<file path="src/rtl/cpu_mem_pkg.sv">
// Shared encodings and word-lane helpers for the CPU load/store path into the data RAM.
package cpu_mem_pkg;

    localparam int unsigned WORD_W     = 32;
    localparam int unsigned RAM_ADDR_W = 32;

    typedef enum logic [1:0] {
        SIZE_B = 2'b00,
        SIZE_H = 2'b01,
        SIZE_W = 2'b10,
        SIZE_X = 2'b11
    } size_e;

    typedef enum logic [1:0] {
        ERR_OK    = 2'b00,
        ERR_ALIGN = 2'b01,
        ERR_RANGE = 2'b10
    } err_e;

    typedef enum logic [2:0] {
        ST_IDLE      = 3'd0,
        ST_RD_ISSUE  = 3'd1,
        ST_RD_DATA   = 3'd2,
        ST_RMW_ISSUE = 3'd3,
        ST_RMW_DATA  = 3'd4,
        ST_WR_ISSUE  = 3'd5,
        ST_WR_STAT   = 3'd6,
        ST_RESP      = 3'd7
    } state_e;

    // Illegal size code, or an access that does not sit on its natural boundary.
    function automatic logic is_misaligned(input logic [1:0] size, input logic [1:0] lane);
        return (size == SIZE_X) ||
               ((size == SIZE_H) && lane[0]) ||
               ((size == SIZE_W) && (lane != 2'b00));
    endfunction

    // Bit offset of the addressed lane inside the little-endian word.
    function automatic logic [4:0] lane_shift(input logic [1:0] size, input logic [1:0] lane);
        return (size == SIZE_H) ? {lane[1], 4'b0000} : {lane, 3'b000};
    endfunction

    function automatic logic [WORD_W-1:0] extract_lane(input logic [WORD_W-1:0] word,
                                                       input logic [1:0]        size,
                                                       input logic [1:0]        lane,
                                                       input logic              sgn);
        logic [WORD_W-1:0] shifted;
        logic [WORD_W-1:0] result;
        shifted = word >> lane_shift(size, lane);
        case (size)
            SIZE_B:  result = {{(WORD_W-8){sgn & shifted[7]}}, shifted[7:0]};
            SIZE_H:  result = {{(WORD_W-16){sgn & shifted[15]}}, shifted[15:0]};
            default: result = word;
        endcase
        return result;
    endfunction

    function automatic logic [WORD_W-1:0] merge_lane(input logic [WORD_W-1:0] word,
                                                     input logic [WORD_W-1:0] wdata,
                                                     input logic [1:0]        size,
                                                     input logic [1:0]        lane);
        logic [WORD_W-1:0] mask;
        logic [4:0]        sh;
        case (size)
            SIZE_B:  mask = WORD_W'(8'hFF);
            SIZE_H:  mask = WORD_W'(16'hFFFF);
            default: mask = '1;
        endcase
        sh = lane_shift(size, lane);
        return (word & ~(mask << sh)) | ((wdata & mask) << sh);
    endfunction

endpackage

</file>
<file path="src/rtl/lane_align.sv">
// Combinational lane extract (with sign extension) and store merge shared by the read and RMW paths.
module lane_align
    import cpu_mem_pkg::*;
(
    input  logic [WORD_W-1:0] i_word,
    input  logic [1:0]        i_size,
    input  logic [1:0]        i_lane,
    input  logic              i_signed,
    input  logic [WORD_W-1:0] i_wdata,
    output logic [WORD_W-1:0] o_load,
    output logic [WORD_W-1:0] o_merged
);

    assign o_load   = extract_lane(i_word, i_size, i_lane, i_signed);
    assign o_merged = merge_lane(i_word, i_wdata, i_size, i_lane);

endmodule

</file>
<file path="src/rtl/mem_access_unit.sv">
// Load/store front end: one byte-addressed CPU request at a time, mapped onto word RAM
// accesses with read-modify-write for sub-word stores.
module mem_access_unit
    import cpu_mem_pkg::*;
#(
    parameter int unsigned ADDR_W = 32,
    parameter int unsigned DATA_W = 32
) (
    input  logic                  clk,
    input  logic                  rst,
    input  logic                  req_valid,
    output logic                  req_ready,
    input  logic                  req_we,
    input  logic [1:0]            req_size,
    input  logic                  req_signed,
    input  logic [ADDR_W-1:0]     req_addr,
    input  logic [DATA_W-1:0]     req_wdata,
    output logic                  resp_valid,
    input  logic                  resp_ready,
    output logic [DATA_W-1:0]     resp_rdata,
    output logic [1:0]            resp_err,
    output logic [RAM_ADDR_W-1:0] ram_r_addr,
    output logic [RAM_ADDR_W-1:0] ram_w_addr,
    output logic                  ram_read,
    output logic                  ram_write,
    output logic [DATA_W-1:0]     ram_w_line,
    input  logic [DATA_W-1:0]     ram_r_line,
    input  logic                  ram_exc
);

    state_e              r_state;
    logic                r_we;
    logic                r_signed;
    logic [1:0]          r_size;
    logic [1:0]          r_lane;
    logic [DATA_W-1:0]   r_wdata;

    logic [DATA_W-1:0]   w_load;
    logic [DATA_W-1:0]   w_merged;
    logic                w_misaligned;
    logic [RAM_ADDR_W-1:0] w_word_addr;

    assign req_ready    = (r_state == ST_IDLE);
    assign w_misaligned = is_misaligned(req_size, req_addr[1:0]);
    assign w_word_addr  = RAM_ADDR_W'(req_addr[ADDR_W-1:2]);

    lane_align u_lane_align (
        .i_word   (ram_r_line),
        .i_size   (r_size),
        .i_lane   (r_lane),
        .i_signed (r_signed),
        .i_wdata  (r_wdata),
        .o_load   (w_load),
        .o_merged (w_merged)
    );

    // Transaction sequencer; RAM strobes default low so every issue state pulses exactly once.
    always_ff @(posedge clk) begin
        if (rst) begin
            r_state    <= ST_IDLE;
            r_we       <= 1'b0;
            r_signed   <= 1'b0;
            r_size     <= 2'b00;
            r_lane     <= 2'b00;
            r_wdata    <= '0;
            resp_valid <= 1'b0;
            resp_rdata <= '0;
            resp_err   <= ERR_OK;
            ram_read   <= 1'b0;
            ram_write  <= 1'b0;
            ram_r_addr <= '0;
            ram_w_addr <= '0;
            ram_w_line <= '0;
        end else begin
            ram_read  <= 1'b0;
            ram_write <= 1'b0;
            case (r_state)
                ST_IDLE: begin
                    if (req_valid) begin
                        r_we       <= req_we;
                        r_signed   <= req_signed;
                        r_size     <= req_size;
                        r_lane     <= req_addr[1:0];
                        r_wdata    <= req_wdata;
                        ram_r_addr <= w_word_addr;
                        ram_w_addr <= w_word_addr;
                        resp_rdata <= '0;
                        resp_err   <= ERR_OK;
                        if (w_misaligned) begin
                            resp_err   <= ERR_ALIGN;
                            resp_valid <= 1'b1;
                            r_state    <= ST_RESP;
                        end else if (!req_we) begin
                            ram_read <= 1'b1;
                            r_state  <= ST_RD_ISSUE;
                        end else if (req_size == SIZE_W) begin
                            ram_w_line <= req_wdata;
                            ram_write  <= 1'b1;
                            r_state    <= ST_WR_ISSUE;
                        end else begin
                            ram_read <= 1'b1;
                            r_state  <= ST_RMW_ISSUE;
                        end
                    end
                end
                ST_RD_ISSUE:  r_state <= ST_RD_DATA;
                ST_RD_DATA: begin
                    resp_valid <= 1'b1;
                    resp_err   <= ram_exc ? ERR_RANGE : ERR_OK;
                    resp_rdata <= ram_exc ? '0 : w_load;
                    r_state    <= ST_RESP;
                end
                ST_RMW_ISSUE: r_state <= ST_RMW_DATA;
                ST_RMW_DATA: begin
                    if (ram_exc) begin
                        resp_valid <= 1'b1;
                        resp_err   <= ERR_RANGE;
                        r_state    <= ST_RESP;
                    end else begin
                        ram_w_line <= w_merged;
                        ram_write  <= 1'b1;
                        r_state    <= ST_WR_ISSUE;
                    end
                end
                ST_WR_ISSUE:  r_state <= ST_WR_STAT;
                ST_WR_STAT: begin
                    resp_valid <= 1'b1;
                    resp_err   <= ram_exc ? ERR_RANGE : ERR_OK;
                    r_state    <= ST_RESP;
                end
                ST_RESP: begin
                    if (resp_ready) begin
                        resp_valid <= 1'b0;
                        r_state    <= ST_IDLE;
                    end
                end
                default: r_state <= ST_IDLE;
            endcase
        end
    end

endmodule

</file>
<file path="config.mk">
export PLATFORM = sky130hd
export DESIGN_NAME = mem_access_unit
export DESIGN_NICKNAME = d
export VERILOG_FILES = /design/src/rtl/cpu_mem_pkg.sv /design/src/rtl/lane_align.sv /design/src/rtl/mem_access_unit.sv
export SDC_FILE = /design/constraint.sdc
export NUM_CORES = 1
export LEC_CHECK = 0
export BUFFER_PORTS_ARGS = -buffer_cell sky130_fd_sc_hd__buf_2
export CAP_MARGIN = 20
export CELL_PAD_IN_SITES_DETAIL_PLACEMENT = 1
export CELL_PAD_IN_SITES_GLOBAL_PLACEMENT = 2
export CORE_ASPECT_RATIO = 1.5
export CORE_MARGIN = 2
export CORE_UTILIZATION = 31
export CTS_BUF_LIST = sky130_fd_sc_hd__clkbuf_16
export DETAILED_ROUTE_END_ITERATION = 8
export GPL_TIMING_DRIVEN = 0
export HOLD_SLACK_MARGIN = 0.08
export PLACE_DENSITY = 0.9
export SLEW_MARGIN = 20
export SYNTH_ARGS = -nofsm -noshare
export SYNTH_HDL_FRONTEND = slang
export SYNTH_HIERARCHICAL = 1
export SYNTH_SLANG_ARGS = --single-unit
</file>
<file path="constraint.sdc">
create_clock -name clk -period 3.77 [get_ports clk]
set_input_delay 0.1885 -clock clk [delete_from_list [all_inputs] [get_ports clk]]
set_output_delay 0.1885 -clock clk [all_outputs]
set_load 0.02 [all_outputs]
</file>
; Word level (Yosys, flattened, before mapping)
; Index checks and enable logic that the tools add are counted.
[totals]
input_bits = 105
register_bits = 139
out_inout_bits = 134
[op_classes]
reduce_logical = 19
n_shift = 3
n_mux = 37
eq_ne = 19
bitwise = 8
[ops]
columns = op, n
row1 = $pmux W32 S2, 4
row2 = $mux W32, 7
row3 = $and A32 B32 Y32, 2
row4 = $shl A32 B5 Y32, 2
row5 = $not A32 Y32, 1
row6 = $or A32 B32 Y32, 1
row7 = $shr A32 B5 Y16, 1
row8 = $pmux W3 S7, 1
row9 = $mux W3, 5
row10 = $eq A3 B3 Y1 const B, 4
row11 = $mux W1, 12
row12 = $ne A2 B2 Y1 const B, 5
row13 = $mux W2, 4
row14 = $eq A3 B2 Y1 const B, 2
row15 = $ne A2 B1 Y1 const B, 3
row16 = $pmux W2 S3, 1
row17 = $reduce_and A2 Y1, 3
row18 = $reduce_and A6 Y1, 1
row19 = $reduce_bool A2 Y1, 3
row20 = $reduce_and A5 Y1, 1
row21 = $eq A2 B1 Y1 const B, 2
row22 = $eq A2 B2 Y1 const B, 2
row23 = $mux W4, 1
row24 = $pmux W1 S4, 1
row25 = 13 further kinds, 17

; Depth between registers and ports, before layout
; Gate-level depths: netlist of the first run.
[logic_depth]
word_depth = 8
mapped_depth = 10
mapped_depth_nobuf = 6

; Hierarchy
; Netlist of the first run, hierarchy kept.
[modules_own_cells]
columns = module, instances, area_each_um2, seq_area_each_um2, cells_each
row1 = mem_access_unit, 1, 5649.2, 2782.7, 641
row2 = lane_align, 1, 1737.9, 0.0, 256

; Worst setup path before layout of the first run
; Ideal clock, no wire load.
[synth_timing]
path_type = register -> register
startpoint = reg r_size[1]
endpoint = reg ram_w_line[7]
t_required_ns = 3.627
arrival_time_ns = 1.725
setup_slack_ns = 1.902
stages_incl_launch_ff = 11
synth_period_minus_slack_ns = 1.868
cell_sequence = dfxtp_1 buf_4 nor2b_2 buf_6 nand2b_4 buf_6 and2_4 buf_6 mux2_4 mux2i_1 a211oi_2
[synth_between]
elab_chain_len = 8
word_cells_on_any_way = 12
[synth_rtl]
columns = item, line_no
row1 = start: declaration, mem_access_unit.sv:34  ; logic [1:0] r_size;
row2 = start signal: assignment, mem_access_unit.sv:82  ; r_size <= req_size;
row3 = $eq A2 B1 Y1 / $logic_not A2 Y1 (equally long branches), "cpu_mem_pkg.sv:40, cpu_mem_pkg.sv:64"
row4 = $pmux W32 S2 / $mux W4 (equally long branches), "cpu_mem_pkg.sv:64, cpu_mem_pkg.sv:40"
row5 = $shl A32 B5 Y32, cpu_mem_pkg.sv:70  ; return (word & ~(mask << sh)) | ((wdata & mask) << sh);
row6 = $not A32 Y32, cpu_mem_pkg.sv:70
row7 = $and A32 B32 Y32, cpu_mem_pkg.sv:70
row8 = $or A32 B32 Y32 (*), cpu_mem_pkg.sv:70
row9 = net w_merged[7], mem_access_unit.sv:39  ; logic [DATA_W-1:0] w_merged;
row10 = $mux W32 (*), mem_access_unit.sv:115  ; if (ram_exc) begin
row11 = $pmux W32 S2 (*), mem_access_unit.sv:77  ; case (r_state)
row12 = end signal: assignment, mem_access_unit.sv:97  ; ram_w_line <= req_wdata;
row13 = end signal: assignment, mem_access_unit.sv:120  ; ram_w_line <= w_merged;
row14 = end: declaration, mem_access_unit.sv:26  ; output logic [DATA_W-1:0] ram_w_line,
; Mark *: on every way through the listed nets, which the timed path passes. The rest lies on a longest branch. The select of a mux whose other input is x is not followed.
; A chain may end at the register's enable or synchronous reset.

; Final worst setup path of the first run
[layout_timing]
startpoint = reg r_lane[1]
endpoint = reg ram_w_line[12]
[layout_between]
elab_chain_len = 6
word_cells_on_any_way = 7
[layout_rtl]
columns = item, line_no
row1 = start: declaration, mem_access_unit.sv:35  ; logic [1:0] r_lane;
row2 = start signal: assignment, mem_access_unit.sv:83  ; r_lane <= req_addr[1:0];
row3 = $shl A32 B5 Y32, cpu_mem_pkg.sv:70
row4 = $not A32 Y32, cpu_mem_pkg.sv:70
row5 = $and A32 B32 Y32, cpu_mem_pkg.sv:70
row6 = $or A32 B32 Y32 (*), cpu_mem_pkg.sv:70
row7 = net w_merged[12], mem_access_unit.sv:39
row8 = $mux W32 (*), mem_access_unit.sv:115
row9 = $pmux W32 S2 (*), mem_access_unit.sv:77
; Marks and branches as above.

==> results of run 1 <==
-- through the flow --
step | hold WS, ns | util [%] | setup slack, ns | instance area [µm²]
after floorplan | 0.324 | - | 1.90 | 7400
after global placement | 0.430 | 38.1 | 1.44 | 8970
after detailed placement | 0.438 | 38.1 | 1.39 | 8970
after CTS | 0.0813 | 43.2 | 1.44 | 10200
after global routing | 0.0982 | 43.2 | 1.32 | 10200
final | 0.0971 | 43.2 | 1.39 | 10200
-- worst paths after layout --
| kind | start | to | slack [ns] |
|---|---|---|---|
| max | r_lane[1] | ram_w_line[12] | 1.39 |
| min | rst | r_state[1] | 0.1 |
| max reg2reg | r_lane[1] | ram_w_line[12] | 1.39 |
| min reg2reg | r_wdata[26] | r_wdata[26] | 0.45 |
-- where the power goes --
group | internal, W | total [W] | switching [W]
clock | 0.000891 | 0.00156 | 0.000665
sequential | 0.00161 | 0.00173 | 0.000116
combinational | 0.000607 | 0.00156 | 0.000953
-- critical path, cell delays in order, from the launching register on --
cell,delay (ns)
sky130_fd_sc_hd__dfxtp_1,0.45
sky130_fd_sc_hd__buf_2,0.29
sky130_fd_sc_hd__inv_2,0.13
sky130_fd_sc_hd__buf_2,0.22
sky130_fd_sc_hd__o21ai_1,0.41
sky130_fd_sc_hd__nand2_1,0.19
sky130_fd_sc_hd__o21ai_0,0.20
sky130_fd_sc_hd__mux2i_1,0.15
sky130_fd_sc_hd__a211oi_1,0.26
-- layout by cell type (no fill, tap or decap), types with 24 or more instances in the layout --
cell | Yosys | final
sky130_fd_sc_hd__dlygate4sd3_1 | 0 | 68
sky130_fd_sc_hd__dfxtp_1 | 139 | 139
sky130_fd_sc_hd__buf_4 | 40 | 40
sky130_fd_sc_hd__a21oi_1 | 112 | 112
sky130_fd_sc_hd__nand2_1 | 197 | 197
sky130_fd_sc_hd__nor2_1 | 53 | 53
sky130_fd_sc_hd__buf_2 | 25 | 259
sky130_fd_sc_hd__mux2i_1 | 58 | 58
sky130_fd_sc_hd__a211oi_1 | 24 | 24
sky130_fd_sc_hd__clkbuf_1 | 36 | 36
sky130_fd_sc_hd__a22oi_1 | 32 | 32
-- registers in the layout, indices dropped and copies added (netlist names) --
register and flops:
r_lane 2, r_signed 1, r_size 2, r_state 3
r_wdata 32, ram_read 1, ram_w_addr 30, ram_w_line 32
ram_write 1, resp_err 2, resp_rdata 32, resp_valid 1
-- routing by layer --
metal | global-route usage (%) | share of wire, % | vias to the layer above
met3 | 4.64 | 4.8 | 76
met2 | 44.9 | 53 | 289
met1 | 26.3 | 38 | 3871
met5 | 0 | 0 | -
met4 | 13.1 | 4.8 | 0
li1 | - | - | 3785
-- logic make-up (layout without fill, tap and decap cells) --
kind of cell           after synthesis  count (layout)
and+or+nand+nor                    282             282
other                                1               5
muxes                               74              74
buffers and inverters              126             459
DFF                                139             139
AOI/OAI and AO/OA                  275             275
-- area by class of cell --
class	instances	area, µm²
antenna	1	2.50
buffer	113	697
clock buffer	17	425
clock inverter	14	109
fill	2906	13400
inverter	13	48.8
multi-input combinational	635	3870
sequential	139	2780
tap	319	399
timing repair buffer	302	1850
-- timing repair --
| action | 4_1_cts | 5_1_grt |
|---|---|---|
| hold endpoints to repair | 68 | 0 |
| hold buffers | 68 | 0 |
| buffers inserted | 0 | 0 |
| endpoints found under the setup margin | 0 | 0 |
==> flow_summary.rst, run 1 <==
.. list-table::
   :header-rows: 1

   * - Metric
     - Value
   * - Result of the run
     - complete, no violations
   * - Highest clock frequency the design can meet
     - 420 MHz
   * - Count of endpoints failing setup in the final report
     - 0
   * - Max FO, Critical Path
     - 10
   * - Chip height
     - 193 µm
   * - Top Ports
     - 239
   * - Fraction of layout instances using a drive strength above 1
     - 30.3%
   * - Std cell rows
     - 69
   * - TritonCTS clock tree
     - yes
   * - Pre-antenna DRT Iters
     - 5
   * - Final clock period utilization by the worst path
     - 63.1%
   * - Warnings, synthesis
     - 6
   * - Buffer type at the clock tree root
     - sky130_fd_sc_hd__clkbuf_16
   * - HPWL reported at the end of detailed placement
     - 23.5 mm
   * - Worst vdd rail ir drop
     - between 300 and 400 µV
   * - Adder-Cell Fraction of Synth Area
     - 0%
   * - Most frequent cells after synthesis
     - sky130_fd_sc_hd__nand2_1 (197), sky130_fd_sc_hd__dfxtp_1 (139), sky130_fd_sc_hd__a21oi_1 (112)
   * - Most frequently used flop master after synthesis
     - sky130_fd_sc_hd__dfxtp_1
   * - TNS Setup
     - 0 ns
   * - Via count of the first global-routing pass
     - roughly 8400
   * - Synthesized cell area
     - 7390 µm²
   * - Total of buffers placed on input and output ports
     - about 230
   * - Relative slew margins
     - around two fifths
   * - Worst endpoint data arrival time
     - between 2 and 3 ns
   * - Required arrival time at the worst endpoint
     - 4.11 ns
   * - Worst hold path depth
     - 3
   * - Routability congestion estimate from global placement
     - 0.951
   * - Number of cells produced by synthesis
     - 897
   * - Inserted Clock Buffers
     - 17
   * - Maximum number of pins on one net before global-route repair
     - 17
   * - Top post-synthesis cells by area
     - sky130_fd_sc_hd__dfxtp_1 (38%), sky130_fd_sc_hd__nand2_1 (10%), sky130_fd_sc_hd__mux2i_1 (7.9%)
   * - Routed wirelength normalized by instance count
     - 20.0 µm
   * - Mux contribution to synthesized area
     - a little over a tenth
   * - Global-route usage over all layers
     - between 20% and 30%
   * - Drc violations
     - 0
   * - Global-route wire length before repair
     - 46.6 mm
   * - Depth of the worst register-to-register path
     - 8
   * - DP Cell Count
     - 1453
   * - Static Leakage
     - 4.52 nW
   * - Clock slew seen by the registers of the worst setup and hold paths
     - 0.06 ns
   * - Final non-filler cell total
     - 1553
   * - Area growth syn-to-layout
     - 37.9%
   * - Initial Utilization
     - 31.3%
   * - Complex-gate fraction of the synthesized area
     - 25.5%
   * - Sinks on the clock net
     - 139
   * - Sequential fraction of the synthesis area
     - 37.7%
   * - Drt first-iter violations
     - 353
   * - Clock buffer depth
     - 2
   * - Overall power after layout
     - about 0.0048 W
   * - Synth Area per Inst
     - 8.24 µm²
   * - Unrepaired setup endpoints after global routing
     - no
   * - Path class of the lowest-slack min-delay path
     - in -> reg
   * - Layout Skew
     - ~0.011 ns
   * - Antenna violations before repair
     - 1
   * - Yosys top cell by area
     - sky130_fd_sc_hd__dfxtp_1
   * - Number of flip-flops and latches in the synthesized netlist
     - 139
   * - Core Area
     - 23600 µm²
   * - Async SR Flop Fraction
     - 0%
   * - Maxcap violations
     - 0
   * - Post-layout net count
     - 1326
   * - Count of antenna-violating nets left after detailed routing
     - 0
   * - Post_cts resized
     - 0
   * - Number of enable flip-flop cells after synthesis
     - 0
   * - Transition at the pin with the smallest max-transition slack
     - 0.922 ns
   * - Cell with the most instances after synthesis
     - sky130_fd_sc_hd__nand2_1
   * - Final wirelength
     - 31.1 mm
   * - Remaining global-route overflow
     - 0
   * - Vias post-DR
     - 8021
   * - Width of the die
     - 130 µm
   * - Number of distinct library cell variants in the gate-level netlist after synthesis
     - 57
   * - Final critical-path required period
     - 2.38 ns
   * - Number of failing hold endpoints at the final stage
     - 0
   * - Clock latency of the later-clocked register in the worst-skew pair
     - 0.43 ns
   * - Critical Setup Path Class
     - reg -> reg
   * - Kind of start point of the critical path
     - flip-flop
   * - Fraction of synthesized cell area taken by the top area cell type
     - 37.7%
   * - Number of pins exceeding their max-slew limit in the final report
     - 0
   * - CP endpoint kind
     - flip-flop
   * - Total die area
     - 25100 µm²
   * - Power density over the cells
     - about 480 nW/µm²
   * - Post-Synth Simple-Gate Area
     - around 16%
   * - Vias/cell
     - 5.16
   * - CTS HTree Levels
     - 4
   * - Main combinational cell family by area after synthesis
     - compound AO/OA/AOI/OAI gates
   * - Post-Synth XOR/XNOR Area
     - 0%
(Power assumes the default switching activity.)
==> run 2: changes to the inputs <==
--- a/config.mk
+++ b/config.mk
@@ -5,18 +5,19 @@
 export SDC_FILE = /design/constraint.sdc
 export NUM_CORES = 1
 export LEC_CHECK = 0
+export ABC_AREA = 1
 export BUFFER_PORTS_ARGS = -buffer_cell sky130_fd_sc_hd__buf_2
 export CAP_MARGIN = 20
 export CELL_PAD_IN_SITES_DETAIL_PLACEMENT = 1
 export CELL_PAD_IN_SITES_GLOBAL_PLACEMENT = 2
 export CORE_ASPECT_RATIO = 1.5
 export CORE_MARGIN = 2
-export CORE_UTILIZATION = 31
+export CORE_UTILIZATION = 24
 export CTS_BUF_LIST = sky130_fd_sc_hd__clkbuf_16
 export DETAILED_ROUTE_END_ITERATION = 8
 export GPL_TIMING_DRIVEN = 0
 export HOLD_SLACK_MARGIN = 0.08
-export PLACE_DENSITY = 0.9
+export PLACE_DENSITY = 0.81
 export SLEW_MARGIN = 20
 export SYNTH_ARGS = -nofsm -noshare
 export SYNTH_HDL_FRONTEND = slang
==> constraint.sdc (replaced) <==
create_clock -name clk -period 2.1 [get_ports clk]
set_input_delay 0.105 -clock clk [delete_from_list [all_inputs] [get_ports clk]]
set_output_delay 0.105 -clock clk [all_outputs]
set_load 0.02 [all_outputs]
==> flow_summary.rst, run 2 <==
.. list-table::
   :header-rows: 1

   * - Metric
     - Value
   * - Result of the run
     - complete, no violations
   * - DP Cell Count
     - 1974 (+36%)
   * - Drt first-iter violations
     - 315 (-11%)
   * - Worst setup slack after placement
     - -0.00876 ns (-1.40 ns)
   * - Final critical-path required period
     - 1.93 ns (-0.449 ns)
   * - Worst endpoint data arrival time
     - 2.32 ns (-0.40 ns)
   * - Clock latency of the later-clocked register in the worst-skew pair
     - 0.45 ns (+0.02 ns)
   * - Width of the die
     - 155 µm (+19%)
   * - Pre-antenna DRT Iters
     - 4 (-1)
   * - Post-layout net count
     - 1743 (+31%)
   * - Number of distinct library cell variants in the gate-level netlist after synthesis
     - 35 (-39%)
   * - Highest clock frequency the design can meet
     - 518 MHz (+23%)
   * - Routed wirelength normalized by instance count
     - 17.5 µm (-13%)
   * - Leading cell types in the layout, fill and taps excluded
     - sky130_fd_sc_hd__nand2_1 (425), sky130_fd_sc_hd__buf_2 (265), sky130_fd_sc_hd__inv_1 (170)
   * - CP endpoint kind
     - flip-flop
   * - CTS HTree Levels
     - 4 (unchanged)
   * - Std cell rows
     - 83 (+20%)
   * - Fraction of synthesized cell area taken by the top area cell type
     - 33.7% (-3.9 points)
   * - Sinks on the clock net
     - 139 (unchanged)
   * - Static Leakage
     - 5.61 nW (+24%)
   * - Number of failing hold endpoints at the final stage
     - 0 (unchanged)
   * - Via count of the first global-routing pass
     - 9863 (+18%)
   * - Initial Utilization
     - 24.2% (-7.1 points)
   * - Clock slew seen by the registers of the worst setup and hold paths
     - 0.06 ns (about the same)
   * - Vias post-DR
     - 9309 (+16%)
   * - Most common cell after layout, fill and taps aside
     - sky130_fd_sc_hd__nand2_1
   * - Grt peak-use layer
     - met2
   * - Relative slew margins
     - 41.3% (+3.3 points)
   * - Met1 track demand over resource in global routing
     - 22.9% (-3.3 points)
   * - Total die area
     - 35900 µm² (+43%)
   * - TNS Setup
     - 0 ns (unchanged)
   * - Fraction of layout instances using a drive strength above 1
     - 24.0% (-6.3 points)
   * - Final clock period utilization by the worst path
     - 91.9% (+29 points)
   * - Fraction of the core area covered by cells at the end of the flow
     - 33.2% (-10 points)
   * - Critical Setup Path Class
     - reg -> reg
   * - Global-route usage over all layers
     - 20.5% (-4.0 points)
   * - Overall power after layout
     - 0.00930 W (+92%)
   * - Most frequently used flop master after synthesis
     - sky130_fd_sc_hd__dfxtp_1
   * - Max FO, Critical Path
     - 10 (unchanged)
   * - Cell with the most instances after synthesis
     - sky130_fd_sc_hd__nand2_1
   * - Inserted Clock Buffers
     - 17 (unchanged)
   * - Path class of the lowest-slack min-delay path
     - in -> reg
   * - Async SR Flop Fraction
     - 0% (unchanged)
   * - HPWL reported at the end of detailed placement
     - 28.7 mm (+22%)
   * - Minimum setup slack in the final design
     - 0.171 ns (-1.22 ns)
   * - Total of buffers placed on input and output ports
     - 234 (unchanged)
   * - Sequential fraction of the synthesis area
     - 33.7% (-3.9 points)
   * - Power density over the cells
     - 823 nW/µm² (+73%)
   * - Number of pins exceeding their max-slew limit in the final report
     - 0 (unchanged)
   * - Drc violations
     - 0 (unchanged)
   * - Top post-synthesis cells by area
     - sky130_fd_sc_hd__dfxtp_1 (34%), sky130_fd_sc_hd__nand2_1 (19%), sky130_fd_sc_hd__inv_1 (7.7%)
   * - Area growth syn-to-layout
     - 37.1%
   * - Most frequent cells after synthesis
     - sky130_fd_sc_hd__nand2_1 (426), sky130_fd_sc_hd__inv_1 (169), sky130_fd_sc_hd__dfxtp_1 (139)
   * - Count of endpoints failing setup in the final report
     - 0 (unchanged)
   * - Routability congestion estimate from global placement
     - 0.943 (-0.89%)
   * - Maximum number of pins on one net before global-route repair
     - 17 (unchanged)
   * - Chip height
     - 231 µm (+20%)
   * - Vias/cell
     - 4.49 (-13%)
   * - Core Area
     - 34100 µm² (+45%)
   * - Top Ports
     - 239 (unchanged)
   * - Global-route wire length before repair
     - 56.0 mm (+20%)
   * - Final wirelength
     - 36.3 mm (+17%)
   * - Kind of start point of the critical path
     - flip-flop
   * - Warnings, synthesis
     - 6 (unchanged)
   * - Yosys top cell by area
     - sky130_fd_sc_hd__dfxtp_1
   * - Required arrival time at the worst endpoint
     - 2.49 ns (-1.62 ns)
   * - Number of enable flip-flop cells after synthesis
     - 0 (unchanged)
   * - Maxcap violations
     - 0 (unchanged)
   * - Number of flip-flops and latches in the synthesized netlist
     - 139 (unchanged)
   * - Synthesized cell area
     - 8250 µm² (+12%)
   * - Clock buffer depth
     - 2 (unchanged)
   * - Transition at the pin with the smallest max-transition slack
     - 0.880 ns (-0.0420 ns)
   * - Number of cells produced by synthesis
     - 1312 (+46%)
   * - Count of antenna-violating nets left after detailed routing
     - 0 (unchanged)
   * - Registers with the highest flip-flop counts
     - r_wdata x32, ram_w_line x32, resp_rdata x32
   * - Layout Skew
     - 0.00592 ns (-0.00465 ns)
   * - Antenna violations before repair
     - 2 (+1)
   * - Met3 GRT Util
     - 3.59% (-1.0 points)
   * - Global-route met2 utilization
     - 37.8% (-7.1 points)
   * - TritonCTS clock tree
     - yes
   * - Synth Area per Inst
     - 6.29 µm² (-24%)
   * - Final non-filler cell total
     - 2075 (+34%)
   * - Remaining global-route overflow
     - 0 (unchanged)
   * - Buffer type at the clock tree root
     - sky130_fd_sc_hd__clkbuf_16
   * - Unrepaired setup endpoints after global routing
     - no
   * - Worst vdd rail ir drop
     - 621 µV (+91%)
   * - Post CTS Setup Buffer Count
     - 0 (unchanged)
run 2: cell count changes after synthesis, sizes merged, moves of 18 or more:
cell / change
nand2: +234
inv: +164
nand3: +136
mux2i: -58
nor2: +47
o22ai: +38
a211oi: -32
a22oi: -32
a221o: -23
buf: +18
run 2: cells by family after synthesis:
logic type	synth area share (%)
and+or+nand+nor	35.8
buffers and inverters	17.7
AOI/OAI and AO/OA	12.7
DFF	33.7
other	0.0455
run 2: repair_timing:
item                                    in CTS  in global routing
endpoints found under the setup margin       1                  6
hold buffers                                70                  0
resized for setup                            1                  6
gates cloned                                 0                  0
hold endpoints to repair                   102                  0
run 2: layout make-up:
class                      instances  area [µm²]
antenna                            1        2.50
fill                            4444       22800
inverter                         179         681
tap                              425         532
sequential                       139        2780
timing repair buffer             304        1870
clock buffer                      17         425
buffer                           120         788
multi-input combinational        877        4020
clock inverter                    13         203
run 2: final timing paths:
kind	cells after the start	slack [ns]	from	endpoint
hold / removal	7	0.15	ram_r_line[0]	resp_rdata[0]
setup / recovery	9	0.17	r_size[0]	resp_rdata[9]
hold reg to reg	2	0.47	r_wdata[28]	r_wdata[28]
setup reg to reg	9	0.17	r_size[0]	resp_rdata[9]
run 2: worst max-delay path: stages, from the launching register on:
cell and delay [ns]:
sky130_fd_sc_hd__dfxtp_1 0.40, sky130_fd_sc_hd__nor2_2 0.43, sky130_fd_sc_hd__nand2_1 0.11, sky130_fd_sc_hd__nand3b_4 0.25, sky130_fd_sc_hd__buf_6 0.19, sky130_fd_sc_hd__nand3_1 0.15
sky130_fd_sc_hd__inv_1 0.06, sky130_fd_sc_hd__o22ai_1 0.16, sky130_fd_sc_hd__inv_1 0.05, sky130_fd_sc_hd__nor2_1 0.07
run 2: metrics by stage:
stage	area, µm²	hold WS, ns
floorplan	8260	0.248
global placement	9960	0.356
detailed placement	9960	0.363
CTS	11300	0.124
global route	11300	0.196
finish	11300	0.145
run 2: metal layers:
metal	part of all wire, %	up-vias
met5	0.036	-
met4	3.4	2
met3	3.5	52
met2	52	186
met1	41	4353
li1	-	4716
run 2: where the power goes:
| part | internal, W | switching (W) | leakage, nW |
|---|---|---|---|
| registers | 0.00287 | 0.000171 | 1.13 |
| clock network | 0.00208 | 0.00125 | 0.311 |
| logic | 0.00103 | 0.00190 | 4.17 |
==> run 3: changes to the inputs <==
--- a/config.mk
+++ b/config.mk
@@ -17,9 +17,8 @@
 export DETAILED_ROUTE_END_ITERATION = 8
 export GPL_TIMING_DRIVEN = 0
 export HOLD_SLACK_MARGIN = 0.08
-export PLACE_DENSITY = 0.81
+export PLACE_DENSITY = 0.82
 export SLEW_MARGIN = 20
 export SYNTH_ARGS = -nofsm -noshare
 export SYNTH_HDL_FRONTEND = slang
-export SYNTH_HIERARCHICAL = 1
 export SYNTH_SLANG_ARGS = --single-unit
==> flow_summary.rst, run 3 <==
.. list-table::
   :header-rows: 1

   * - Metric
     - Value
   * - Antenna violations before repair
     - 0 (-2)
   * - Worst endpoint data arrival time
     - 2.35 ns (+0.03 ns)
   * - Worst setup slack after placement
     - -0.108 ns (-0.0995 ns)
   * - Final antenna diode count
     - 0 (-1)
   * - End of the worst register-to-register path
     - resp_rdata[2]
   * - Routability congestion estimate from global placement
     - 0.906 (-3.9%)
   * - Internal cell power
     - 0.00587 W (-1.8%)
   * - Total of buffers placed on input and output ports
     - 233 (-0.43%)
   * - Chain of cells forming the critical path
     - nand2_4 -> nand2_4 -> buf_8 -> nor2_8 -> buf_6 -> nand2_1 -> o21ai_0 -> o21ai_0 -> nand2_1 -> a21oi_1
   * - Sequential Area
     - 2780 µm² (unchanged)
   * - Number of failing hold endpoints at the final stage
     - 0 (unchanged)
   * - Fraction of power consumed by the clock network
     - 29.7% (-6.2 points)
   * - Share of total power in combinational logic
     - 36.2% (+4.7 points)
   * - Final clock period utilization by the worst path
     - 94.4% (+2.5 points)
   * - Clock buffer depth
     - 2 (unchanged)
   * - Sw Share
     - 39.6% (+3.9 points)
   * - HPWL reported at the end of detailed placement
     - 25.6 mm (-11%)
   * - Area growth syn-to-layout
     - 41.6%
   * - Yosys top cell by area
     - sky130_fd_sc_hd__dfxtp_1
   * - Fill cell count
     - 3822 (-14%)
   * - Clock latency of the later-clocked register in the worst-skew pair
     - 0.44 ns (about the same)
   * - Number of flip-flops and latches in the synthesized netlist
     - 139 (unchanged)
   * - CP endpoint kind
     - flip-flop
   * - Synthesized cell area
     - 7080 µm² (-14%)
   * - Final wirelength
     - 32.8 mm (-9.5%)
   * - Leading cell types in the layout, fill and taps excluded
     - sky130_fd_sc_hd__buf_2 (246), sky130_fd_sc_hd__nand2_1 (169), sky130_fd_sc_hd__nor2_1 (167)
   * - Final non-filler cell total
     - 1784 (-14%)
   * - Drt first-iter violations
     - 277 (-12%)
   * - Registers with the highest flip-flop counts
     - r_wdata x32, ram_w_line x32, resp_rdata x32
   * - Cell with the most instances after synthesis
     - sky130_fd_sc_hd__nand2_1
   * - Layout Skew
     - 0.0122 ns (+0.00626 ns)
   * - Hold path start
     - ram_r_line[4]
   * - Number of enable flip-flop cells after synthesis
     - 0 (unchanged)
   * - Number of pins exceeding their max-slew limit in the final report
     - 0 (unchanged)
   * - Core Area
     - 29300 µm² (-14%)
   * - Depth of the worst register-to-register path
     - 10 (+1)
   * - Required arrival time at the worst endpoint
     - 2.47 ns (-0.02 ns)
   * - Worst hold path depth
     - 5 (-2)
   * - Max FO, Critical Path
     - 10 (unchanged)
   * - Fraction of the core area covered by cells at the end of the flow
     - 34.2% (+1.0 points)
   * - Sw power
     - 0.00386 W (+16%)
   * - Synth Area per Inst
     - 6.74 µm² (+7.3%)
   * - Drc violations
     - 0 (unchanged)
   * - Warnings, synthesis
     - 0 (-6)
   * - Number of cells produced by synthesis
     - 1050 (-20%)
   * - Unrepaired setup endpoints after global routing
     - no
   * - Maxcap violations
     - 0 (unchanged)
   * - Relative slew margins
     - 42.3% (+0.92 points)
   * - Global-route wire length before repair
     - 49.2 mm (-12%)
   * - Count of antenna-violating nets left after detailed routing
     - 0 (unchanged)
   * - Count of endpoints failing setup in the final report
     - 0 (unchanged)
   * - Maximum number of pins on one net before global-route repair
     - 17 (unchanged)
   * - Static Leakage
     - 4.67 nW (-17%)
   * - TritonCTS clock tree
     - yes
   * - Hold Crit Endpoint
     - resp_rdata[4]
   * - Post-layout net count
     - 1482 (-15%)
   * - Fraction of layout instances using a drive strength above 1
     - 26.3% (+2.3 points)
   * - Most common cell after layout, fill and taps aside
     - sky130_fd_sc_hd__buf_2
   * - Top Ports
     - 239 (unchanged)
   * - Fraction of synthesized cell area taken by the top area cell type
     - 39.3% (+5.6 points)
   * - Sinks on the clock net
     - 139 (unchanged)
   * - Total die area
     - 30900 µm² (-14%)
   * - Inserted Clock Buffers
     - 17 (unchanged)
   * - Kind of start point of the critical path
     - flip-flop
   * - Critical Setup Path Class
     - reg -> reg
   * - Minimum setup slack in the final design
     - 0.118 ns (-0.0528 ns)
   * - DP Cell Count
     - 1681 (-15%)
   * - Vias post-DR
     - 8292 (-11%)
   * - Buffer and inverter count on the worst path
     - 2 (-1)
   * - Buffer type at the clock tree root
     - sky130_fd_sc_hd__clkbuf_16
   * - Remaining global-route overflow
     - 0 (unchanged)
   * - Width of the die
     - 144 µm (-7.1%)
   * - Via count of the first global-routing pass
     - 8599 (-13%)
   * - Routed wirelength normalized by instance count
     - 18.4 µm (+5.3%)
   * - Top post-synthesis cells by area
     - sky130_fd_sc_hd__dfxtp_1 (39%), sky130_fd_sc_hd__a21oi_1 (10%), sky130_fd_sc_hd__o21ai_0 (10%)
   * - Beginning of the worst register-to-register path
     - r_size[0]
   * - Slack of the worst reg-to-reg path
     - 0.12 ns (-0.05 ns)
   * - Post CTS Setup Buffer Count
     - 0 (unchanged)
   * - CTS HTree Levels
     - 4 (unchanged)
   * - Most frequently used flop master after synthesis
     - sky130_fd_sc_hd__dfxtp_1
   * - Worst vdd rail ir drop
     - 589 µV (-5.2%)
   * - Critical path's largest stage delay
     - 0.51 ns (+0.08 ns)
   * - Pre-antenna DRT Iters
     - 4 (unchanged)
   * - Transition at the pin with the smallest max-transition slack
     - 0.866 ns (-0.0138 ns)
   * - Vias/cell
     - 4.65 (+3.6%)
   * - Async SR Flop Fraction
     - 0% (unchanged)
   * - Final critical-path required period
     - 1.98 ns (+0.0528 ns)
   * - Highest clock frequency the design can meet
     - 505 MHz (-2.7%)
   * - Master of the slowest instance on the critical path
     - sky130_fd_sc_hd__dfxtp_1
   * - Number of distinct library cell variants in the gate-level netlist after synthesis
     - 31 (-11%)
   * - Chip height
     - 214 µm (-7.2%)
   * - Clock slew seen by the registers of the worst setup and hold paths
     - 0.06 ns (about the same)
   * - Overall power after layout
     - 0.00973 W (+4.6%)
   * - Share of power burned in registers
     - 34.1% (+1.4 points)
   * - Initial Utilization
     - 24.2% (-0.035 points)
   * - Most frequent cells after synthesis
     - sky130_fd_sc_hd__nand2_1 (169), sky130_fd_sc_hd__nor2_1 (167), sky130_fd_sc_hd__a21oi_1 (143)
   * - Result of the run
     - complete, no violations
   * - Sequential fraction of the synthesis area
     - 39.3% (+5.6 points)
   * - Power density over the cells
     - 970 nW/µm² (+18%)
   * - Path class of the lowest-slack min-delay path
     - in -> reg
   * - Total area of multi-input combinational cells
     - 3470 µm² (-14%)
   * - Global-route usage over all layers
     - 21.2% (+0.78 points)
   * - Cell family contributing the most delay on the critical path
     - compound AO/OA/AOI/OAI gates
   * - Std cell rows
     - 77 (-7.2%)
==> run 3: changes by cell type after synthesis, moves of 18 or more <==
cell,delta
sky130_fd_sc_hd__nor2_1,+72
sky130_fd_sc_hd__o22ai_1,-35
sky130_fd_sc_hd__o21ai_1,+18
sky130_fd_sc_hd__inv_1,-108
sky130_fd_sc_hd__nand2_1,-257
sky130_fd_sc_hd__a21oi_1,+30
sky130_fd_sc_hd__nand3_1,-86
sky130_fd_sc_hd__clkbuf_1,+18
sky130_fd_sc_hd__o21ai_0,+118
==> run 3: final cells by class <==
cell class,count,share of cell area (%)
clock inverters,14,1.15
multi-input cells,746,34.6
repair buffers,305,18.8
flip-flops and latches,139,27.8
inverters,67,2.55
clock buffers,17,4.24
plain buffers,101,5.97
well taps,395,4.93
==> run 3: cell families after synthesis <==
family                 count (synthesis)  share of synthesized area (%)
AND/OR/NAND/NOR                      410                           24.3
flip-flops                           139                           39.3
other                                  1                         0.0530
buffers and inverters                168                           11.9
AO/OA/AOI/OAI                        332                           24.4
==> run 3: worst reg2reg max path, delay by kind of cell, from the launching register on <==
family,cells,cell delay (ns)
compound gates,3,0.65
flops,1,0.51
simple gates,5,0.45
buf+inv,2,0.32
==> run 3: power groups by stage <==
stage          clock network, W  registers [W]  logic (W)
6_report                0.00289        0.00331    0.00353
3_5_place_dp                  0        0.00337    0.00341
4_1_cts                 0.00297        0.00332    0.00353
5_1_grt                 0.00307        0.00336    0.00384
3_3_place_gp                  0        0.00335    0.00337
2_1_floorplan                 0        0.00363    0.00180
==> run 3: stage by stage <==
step | area (µm²) | hold WS [ns] | setup TNS [ns]
after floorplan | 7090 | 0.240 | 0
after global routing | 10000 | 0.120 | 0
after detailed placement | 8750 | 0.337 | -0.590
after global placement | 8750 | 0.327 | -0.172
after CTS | 10000 | 0.0803 | 0
final | 10000 | 0.0963 | 0
==> run 3: how the worst max path moves through the flow <==
stage	from	endpoint	cells after the start
6_report	r_size[0]	resp_rdata[2]	10
4_1_cts	r_size[0]	ram_w_line[12]	7
5_1_grt	r_state[0]	ram_w_line[0]	8
3_5_place_dp	rst	r_wdata[0]	6
3_3_place_gp	rst	resp_err[0]	6
2_1_floorplan	r_state[2]	ram_w_line[27]	10
==> run 3: per-layer routing <==
metal / vias up / global-route usage, % / share of wire, %
met4: 0 / 10.4 / 4.5
met5: - / 0 / 0
met3: 58 / 3.80 / 4.4
met2: 255 / 39.7 / 53
met1: 3913 / 22.3 / 38
li1: 4066 / - / -
==> run 3: timing repair <==
item,CTS,global route
resized for setup,0,9
hold endpoints to repair,93,0
hold buffers,72,0
setup endpoints to repair,0,16
